===== src/rtl/res_bcd_conv.sv =====
`default_nettype none
// ============================================================================
// Module   : res_bcd_conv
// Brief    : Sequential double-dabble converter. Turns a 16-bit ALU result
//            into 5 packed BCD digits with valid/ready on both sides.
// Revision : 1.0  initial release
// ============================================================================
module res_bcd_conv #(
    parameter int W_IN  = 16,
    parameter int N_DIG = 5
) (
    input  logic                 clk,
    input  logic                 rst_n,
    input  logic                 in_valid,
    output logic                 in_ready,
    input  logic [W_IN-1:0]      res_in,
    output logic                 out_valid,
    input  logic                 out_ready,
    output logic [4*N_DIG-1:0]   bcd,
    output logic [2:0]           ndig,
    output logic                 busy
);

    localparam int c_bcd_w = 4 * N_DIG;
    localparam int c_sr_w  = c_bcd_w + W_IN;
    localparam int c_cnt_w = $clog2(W_IN);
    localparam logic [c_cnt_w-1:0] c_cnt_last = c_cnt_w'(W_IN - 1);

    typedef enum logic [1:0] {
        ST_IDLE = 2'd0,
        ST_CONV = 2'd1,
        ST_DONE = 2'd2
    } state_t;

    state_t              state_q, state_d;
    logic [c_sr_w-1:0]   shreg_q, shreg_d;
    logic [c_cnt_w-1:0]  cnt_q,   cnt_d;
    logic [c_bcd_w-1:0]  bcd_q,   bcd_d;

    logic [c_sr_w-1:0]   w_corr;
    logic [c_sr_w-1:0]   w_shift;

    // Add-3 on every digit field before the shift; each field stays 4 bits
    // wide so no carry can ripple into the neighbouring digit.
    generate
        for (genvar gi = 0; gi < N_DIG; gi++) begin : g_dig
            localparam int c_lo = W_IN + 4 * gi;
            assign w_corr[c_lo +: 4] = (shreg_q[c_lo +: 4] >= 4'd5)
                                     ? shreg_q[c_lo +: 4] + 4'd3
                                     : shreg_q[c_lo +: 4];
        end
    endgenerate

    assign w_corr[W_IN-1:0] = shreg_q[W_IN-1:0];
    assign w_shift          = w_corr << 1;

    always_comb begin
        state_d = state_q;
        shreg_d = shreg_q;
        cnt_d   = cnt_q;
        bcd_d   = bcd_q;
        case (state_q)
            ST_IDLE: begin
                if (in_valid) begin
                    shreg_d = {{c_bcd_w{1'b0}}, res_in};
                    cnt_d   = '0;
                    state_d = ST_CONV;
                end
            end
            ST_CONV: begin
                shreg_d = w_shift;
                cnt_d   = cnt_q + 1'b1;
                if (cnt_q == c_cnt_last) begin
                    bcd_d   = w_shift[c_sr_w-1 -: c_bcd_w];
                    state_d = ST_DONE;
                end
            end
            ST_DONE: begin
                if (out_ready) begin
                    state_d = ST_IDLE;
                end
            end
            default: begin
                state_d = ST_IDLE;
            end
        endcase
    end

    always_ff @(posedge clk) begin
        if (!rst_n) begin
            state_q <= ST_IDLE;
            shreg_q <= '0;
            cnt_q   <= '0;
            bcd_q   <= '0;
        end else begin
            state_q <= state_d;
            shreg_q <= shreg_d;
            cnt_q   <= cnt_d;
            bcd_q   <= bcd_d;
        end
    end

    // Digit count for leading-zero blanking; a zero value still shows one digit.
    always_comb begin
        ndig = 3'd1;
        for (int i = 1; i < N_DIG; i++) begin
            if (bcd_q[4*i +: 4] != 4'd0) begin
                ndig = 3'(i + 1);
            end
        end
    end

    assign in_ready  = (state_q == ST_IDLE);
    assign out_valid = (state_q == ST_DONE);
    assign busy      = (state_q == ST_CONV);
    assign bcd       = bcd_q;

endmodule
`default_nettype wire

===== config.mk =====
export PLATFORM = sky130hd
export DESIGN_NAME = res_bcd_conv
export DESIGN_NICKNAME = d
export VERILOG_FILES = /design/src/rtl/res_bcd_conv.sv
export SDC_FILE = /design/constraint.sdc
export NUM_CORES = 1
export LEC_CHECK = 0
export ABC_AREA = 1
export ABC_CLOCK_PERIOD_IN_PS = 1600
export CAP_MARGIN = 20
export CORE_MARGIN = 2
export CORE_UTILIZATION = 42
export DETAILED_ROUTE_END_ITERATION = 7
export DONT_BUFFER_PORTS = 1
export PLACE_DENSITY = 0.58
export SLEW_MARGIN = 20
export SYNTH_ARGS = -nofsm -noshare
export SYNTH_HDL_FRONTEND = slang
export SYNTH_SLANG_ARGS = --single-unit

===== constraint.sdc =====
create_clock -name clk -period 1.6 [get_ports clk]
set_input_delay 0.24 -clock clk [delete_from_list [all_inputs] [get_ports clk]]
set_output_delay 0.24 -clock clk [all_outputs]
set_load 0.02 [all_outputs]

==> results of run 1 <==
## worst max-delay path: stages (launching register included)
cell     delay [ps]
dfxtp_1         320
nor4_2          410
nand2_4          80
nor2_2          110
buf_6           120
## cells in the mapped netlist, types with 2 or more instances
cell      number
a21oi_1       41
o21ai_0       12
clkbuf_1       6
dfxtp_1       62
o221ai_1       9
a22oi_1        2
nand3_1       27
buf_6          3
nor4_1         2
nand4_1       13
o21a_1         2
inv_2          3
buf_2          8
ha_1          11
nor2_1        47
inv_1         52
nand2_1      134
## repair_timing
item | in CTS | in global routing
hold endpoints to repair | 1 | 0
endpoints found under the setup margin | 3 | 3
gates resized for setup | 3 | 6
cloned | 0 | 0
buffers inserted | 0 | 0
pin swaps | 1 | 0
hold buffers | 1 | 0
## power breakdown
| part | internal [mW] | switching (mW) |
|---|---|---|
| Clock | 0.797 | 0.592 |
| Combinational | 0.0733 | 0.129 |
| Sequential | 1.58 | 0.0231 |
| Total | 2.46 | 0.744 |
## worst max path at each step
stage / from / endpoint / slack (ps) / cells past startpoint
detailed placement: cnt_q[0] / bcd[11] / 130 / 7
global route: bcd[19] / ndig[1] / -110 / 4
CTS: bcd[15] / ndig[1] / -80 / 5
finish: bcd[19] / ndig[1] / -20 / 4
floorplan: bcd[19] / ndig[1] / 90 / 3
global placement: cnt_q[0] / bcd[11] / 150 / 7
## metal layers
metal	GRT usage (%)	part of all wire, %
met4	7.85	1.1
met1	23.5	45
met3	4.38	5.7
met2	30.5	48
met5	0	0
## flip-flops by register name, indices dropped and copies added, names as in the netlist
register and flops:
state_q 2, cnt_q 4, shreg_q 36, bcd 20
## final cells by class
| cell class | instances | area, um^2 | share of cell area [%] |
|---|---|---|---|
| clock buffers | 12 | 155 | 4.38 |
| clock inverters | 4 | 45.0 | 1.27 |
| inverters | 57 | 216 | 6.11 |
| multi-input cells | 306 | 1500 | 42.2 |
| flip-flops and latches | 62 | 1240 | 35.1 |
| well taps | 96 | 120 | 3.39 |
| repair buffers | 31 | 268 | 7.56 |
## through the flow
stage / power (mW) / setup WS, ps
floorplan: 1.79 / 88.5
global placement: 1.84 / 150
detailed placement: 1.85 / 133
CTS: 3.24 / -79.1
global route: 3.32 / -109
finish: 3.20 / -23.1
## kinds of logic after synthesis
family	count (synthesis)
simple gates	227
buf+inv	75
compound gates	68
flops	62
fa+ha+maj	11
## layout by cell type (no fill, tap or decap), drive strengths merged
| cell type | Yosys | layout |
|---|---|---|
| o21ai | 12 | 12 |
| inv | 56 | 56 |
| nand2 | 135 | 135 |
| nand3 | 27 | 27 |
| o21a | 2 | 2 |
| o221ai | 9 | 9 |
| nor2 | 49 | 49 |
| buf | 12 | 30 |
| a22oi | 2 | 2 |
| nor4 | 2 | 2 |
| dlygate4sd3 | 0 | 1 |
| a31oi | 1 | 1 |
| clkinv | 1 | 4 |
| bufinv | 0 | 1 |
| dfxtp | 62 | 62 |
| nand4 | 13 | 13 |
| a21oi | 41 | 41 |
| nand2b | 1 | 1 |
| ha | 11 | 11 |
| a211oi | 1 | 1 |
| clkbuf | 6 | 12 |
==> summary.md, run 1 <==
| Metric | Value |
|---|---|
| Status | finished, violations left |
| Failing checks | negative setup slack |
| Post-synth cell types | 26 |
| Worst slew pin tran | 426 ps |
| # fillers | 693 |
| R2R setup slack | 110 ps |
| Highest clock rate | 616 MHz |
| DRT antenna net count | 0 |
| R2r endpoint | bcd[11] |
| Syn Nets | 474 |
| Power Density | 903 nW/um^2 |
| Final Max Slew Viols | 0 |
| Cells taking the most area after synthesis | dfxtp_1 41%, nand2_1 17%, a21oi_1 6.8% |
| Tmin final | 1620 ps |
| Post-synthesis compound-gate area fraction | 12.8% |
| First-pass GRT wire length | 11500 um |
| Async SR Flop Fraction | 0% |
| Cell taking the most area after synthesis | dfxtp_1 |
| CTS tree | built |
| Crit start category | flip-flop |
| Worst hold margin | 17.5 ps |
| Setup violations, final | 1 |
| Reg2reg start | cnt_q[0] |
| Root Buffer | clkbuf_8 |
| Post-synthesis sequential area ratio | 41.0% |
| R2R cell count | 7 |
| Fin util | 51.6% |
| Worst-Skew Late Latency | 330 ps |
| Design area | 3540 um^2 |
| Largest net degree at the start of global routing | 45 |
| TritonCTS Sinks | 62 |
| Setup TNS | -23.1 ps |
| Initial Utilization | 44.0% |
| CTS H-tree lvls | 3 |
| Pleak | 1.59 nW |
| Final nets | 498 |
| RSZ-0062 raised after global routing | true |
| Num rows | 30 |
| WHS Path Cells | 2 |
| Initial antenna violation count | 0 |
| Post-Synth Simple-Gate Area | 31.0% |
| CTS Buf Count | 9 |
| Max-slew headroom | 71.5% |
| #FFs+latches synth | 62 |
| Fraction of layout instances using a drive strength above 1 | 12.1% |
| Dpl cell area | 3290 um^2 |
| Hold path startpoint | rst_n |
| Yosys warning count | 0 |
| Mux contribution to synthesized area | 0% |
| Grt total ovfl | 0 |
| Chip height | 88.9 um |
| Worst-path clk slew | 70 ps |
| Max Cap Viol | 0 |
| Die width | 88.9 um |
| Worst EP required | 1360 ps |
| Hold Violations, Final | 0 |
| Via count | 2803 |
| 1st-pass router iterations | 4 |
| Mapped cell area | 3030 um^2 |
| Post-Layout Cell Count | 568 |
| Clock buffer depth | 2 |
| Total GRT Usage | 18.6% |
| Critical setup path kind | flip-flop to output port |
| Yosys top cell area share | 41.0% |
| Core area | 6870 um^2 |
| CP arrival | 1380 ps |
| Post-synth EDFFs | 0 |
| Post-DP HPWL | 4600 um |
| Mean Syn Cell Area | 6.83 um^2 |
| CP Max Fanout | 2 |
| Placed cells | 551 |
| WL per Instance | 12.0 um |
| Crit path capture type | output port |
| Worst ir drop on vdd | 574 uV |
| Port Buffers | 0 |
| Post-Synth XOR/XNOR Area | 0% |
| Vias in the first global route | 2531 |
| N_diodes | 0 |
| Top_reg_cell synth | dfxtp_1 |
| Post-synthesis adder-cell area fraction | 4.55% |
| Hold path endpoint | shreg_q[14] |
| Worst min-delay path class | input pin to flip-flop |
| Area growth syn-to-layout | 17.1% |
| Final Skew | 6.20 ps |
| Drt initial violations | 160 |
| Cell count after synthesis | 443 |
| Worst setup margin | -23.1 ps |
| Total Wirelength | 6810 um |
| DR vias/cell | 4.93 |
| Fin crit share | 101% |
| Io pins | 46 |
| Main combinational cell family by area after synthesis | simple AND/OR/NAND/NOR gates |
| GPL Wtd Cong | 0.826 |
| # DRC | 0 |
| DIE AREA | 7900 um^2 |
Note: power is estimated with default switching activity, not from simulation.
==> inputs of run 2 (changes only) <==
--- a/config.mk
+++ b/config.mk
@@ -15,2 +15,3 @@
 export PLACE_DENSITY = 0.58
+export SKIP_LAST_GASP = 1
 export SLEW_MARGIN = 20
--- a/constraint.sdc
+++ b/constraint.sdc
@@ -3,2 +3,2 @@
 set_output_delay 0.24 -clock clk [all_outputs]
-set_load 0.02 [all_outputs]
+set_load 0.05 [all_outputs]
==> run 2 against run 1 <==
Effect of this change:
- the flow still finishes with violations (negative setup slack)
- die area did not move
- clock power rose by 10%
- clock skew fell by 1.6 ps
- sequential share of layout area fell by 0.54 points
- final area rose by 1.9%
- combinational power rose by 4%
- cell count rose by 0.53%
- total power rose by 4.8%
- worst hold slack improved by 5.5 ps
- critical path type unchanged
- global-route usage rose by 0.085 points
- non-clock buffer count rose by 3
- critical endpoint unchanged
==> summary.md, run 2 (synthesis results as in run 1) <==
| Metric | Value |
|---|---|
| Status | finished, violations left (unchanged) |
| Failing checks | negative setup slack (unchanged) |
| Final Skew | 4.64 ps (was 6.20 ps) |
| Hold Violations, Final | 0 (unchanged) |
| DIE AREA | 7900 um^2 (unchanged) |
| Worst path slowest cell | dfxtp_2 (was nor4_2) |
| Grt total ovfl | 0 (unchanged) |
| Fraction of layout instances using a drive strength above 1 | 13.9% (was 12.1%) |
| Drt initial violations | 112 (was 160) |
| CP delay by family, top | simple AND/OR/NAND/NOR gates (unchanged) |
| Core area | 6870 um^2 (unchanged) |
| Dpl cell area | 3350 um^2 (was 3290 um^2) |
| Pre-CTS setup slack | 122 ps (was 133 ps) |
| Worst slew pin tran | 545 ps (was 426 ps) |
| Reg2reg start | cnt_q[0] (unchanged) |
| Post-Layout Cell Count | 571 (was 568) |
| Total GRT Usage | 18.7% (was 18.6%) |
| DRT antenna net count | 0 (unchanged) |
| Worst min-delay path class | input pin to flip-flop (unchanged) |
| Fin crit share | 102% (was 101%) |
| Pleak | 1.62 nW (was 1.59 nW) |
| Area growth syn-to-layout | 19.3% (was 17.1%) |
| Commonest non-fill, non-tap cells in the layout | 133 x nand2_1, 58 x dfxtp_1, 52 x inv_1 (was 133 x nand2_1, 61 x dfxtp_1, 52 x inv_1) |
| Root Buffer | clkbuf_8 (unchanged) |
| Slowest cell delay on critical path | 340 ps (was 410 ps) |
| Io pins | 46 (unchanged) |
| Final Max Slew Viols | 0 (unchanged) |
| Vias in the first global route | 2623 (was 2531) |
| Worst ir drop on vdd | 577 uV (was 574 uV) |
| GPL Wtd Cong | 0.812 (was 0.826) |
| First-pass GRT wire length | 11500 um (about the same) |
| Initial antenna violation count | 0 (unchanged) |
| # DRC | 0 (unchanged) |
| Placed cells | 554 (was 551) |
| Top reg by flops | shreg_q (unchanged) |
| Max-slew headroom | 63.6% (was 71.5%) |
| Setup violations, final | 1 (unchanged) |
| Post-CTS setup buffers | 0 (unchanged) |
| Most common cell after layout, fill and taps aside | nand2_1 (unchanged) |
| CP Max Fanout | 2 (unchanged) |
| Critical path, cell by cell | nor4_4 -> nand2_2 -> nor2_4 -> buf_12 (was nor4_2 -> nand2_4 -> nor2_2 -> buf_6) |
| Clock buffer depth | 2 (unchanged) |
| Power Density | 929 nW/um^2 (was 903 nW/um^2) |
| CTS H-tree lvls | 3 (unchanged) |
| Crit path capture type | output port (unchanged) |
| Num rows | 30 (unchanged) |
| N_diodes | 0 (unchanged) |
| RSZ-0062 raised after global routing | true (unchanged) |
| Largest register FFs | 36 (unchanged) |
| Design area | 3610 um^2 (was 3540 um^2) |
| DR vias/cell | 4.82 (was 4.93) |
| 1st-pass router iterations | 4 (unchanged) |
| Total Power | 3.35 mW (was 3.20 mW) |
| Via count | 2753 (was 2803) |
| Crit path from | bcd[18] (was bcd[19]) |
| CTS Buf Count | 9 (unchanged) |
| Die width | 88.9 um (unchanged) |
| Chip height | 88.9 um (unchanged) |
| TritonCTS Sinks | 62 (unchanged) |
| Largest net degree at the start of global routing | 32 (was 45) |
| Total Wirelength | 6570 um (was 6810 um) |
| Worst-path clk slew | 70 ps (about the same) |
| Post-DP HPWL | 4660 um (was 4600 um) |
| Max Cap Viol | 0 (unchanged) |
| Worst EP required | 1360 ps (about the same) |
| Highest clock rate | 615 MHz (was 616 MHz) |
| Initial Utilization | 44.0% (unchanged) |
| Final nets | 501 (was 498) |
| CTS tree | built (unchanged) |
| Crit path buf inv count | 1 (unchanged) |
| CP arrival | 1390 ps (was 1380 ps) |
| Worst setup margin | -26.8 ps (was -23.1 ps) |
| Critical setup path kind | flip-flop to output port (unchanged) |
| Port Buffers | 0 (unchanged) |
| Setup TNS | -26.8 ps (was -23.1 ps) |
| WL per Instance | 11.5 um (was 12.0 um) |
| Crit start category | flip-flop (unchanged) |
| Tmin final | 1630 ps (was 1620 ps) |
| Worst-Skew Late Latency | 340 ps (was 330 ps) |
| Hold path startpoint | rst_n (unchanged) |
-- run 2: cell count changes in the layout (fill, tap and decap cells not counted), moves of 2 or more --
cell / previous run / this run
buf_4: 26 / 30
dfxtp_1: 61 / 58
dfxtp_2: 1 / 4
buf_6: 2 / 0
clkinvlp_4: 0 / 2
o21ai_0: 12 / 10
o21ai_1: 0 / 2
-- run 2: power by group --
group	leakage, nW	total [mW]	internal (mW)	switching, mW
logic	1.01	0.211	0.0741	0.137
registers	0.505	1.61	1.58	0.0250
clock network	0.108	1.53	0.913	0.618
total	1.62	3.35	2.57	0.781
-- run 2: repair_timing --
item | 4_1_cts | 5_1_grt
pin swaps | 2 | 0
endpoints found under the setup margin | 3 | 14
endpoints found under the hold margin | 2 | 0
resized for setup | 2 | 6
hold buffers | 1 | 0
-- run 2: stage by stage --
stage                     hold slack (ps)  util, %
after global placement                342     48.8
final                                23.0     52.5
after global routing                 12.4     52.5
after floorplan                       389        -
after detailed placement              347     48.8
after CTS                            11.7     52.4
-- run 2: cell type report --
cell class | instances | area, um^2
Inverter | 57 | 221
Clock inverter | 6 | 85.1
Multi-Input combinational cell | 306 | 1500
Timing Repair Buffer | 34 | 295
Clock buffer | 10 | 138
Sequential cell | 62 | 1250
Fill cell | 697 | 3260
Tap cell | 96 | 120
-- run 2: worst paths after layout --
path / depth (start not counted) / end / slack [ps]
setup / recovery: 4 / ndig[1] / -30
hold / removal: 2 / cnt_q[3] / 20
setup reg to reg: 7 / bcd[11] / 140
hold reg to reg: 2 / shreg_q[35] / 470
-- run 2: worst register-to-register path, cell delays in order, from the launching register on --
cell	delay (ps)
dfxtp_1	370
ha_1	180
nand2_1	80
nor2_2	120
nand2_2	120
buf_4	220
o21ai_1	200
a21oi_1	50
-- run 2: routing by layer --
metal | global-route usage, % | routed length (um) | vias to the layer above
li1 | - | - | 1480
met3 | 6.06 | 399 | 8
met2 | 30.3 | 3040 | 62
met1 | 23.5 | 3030 | 1203
met5 | 0 | 0 | -
met4 | 6.47 | 102 | 0
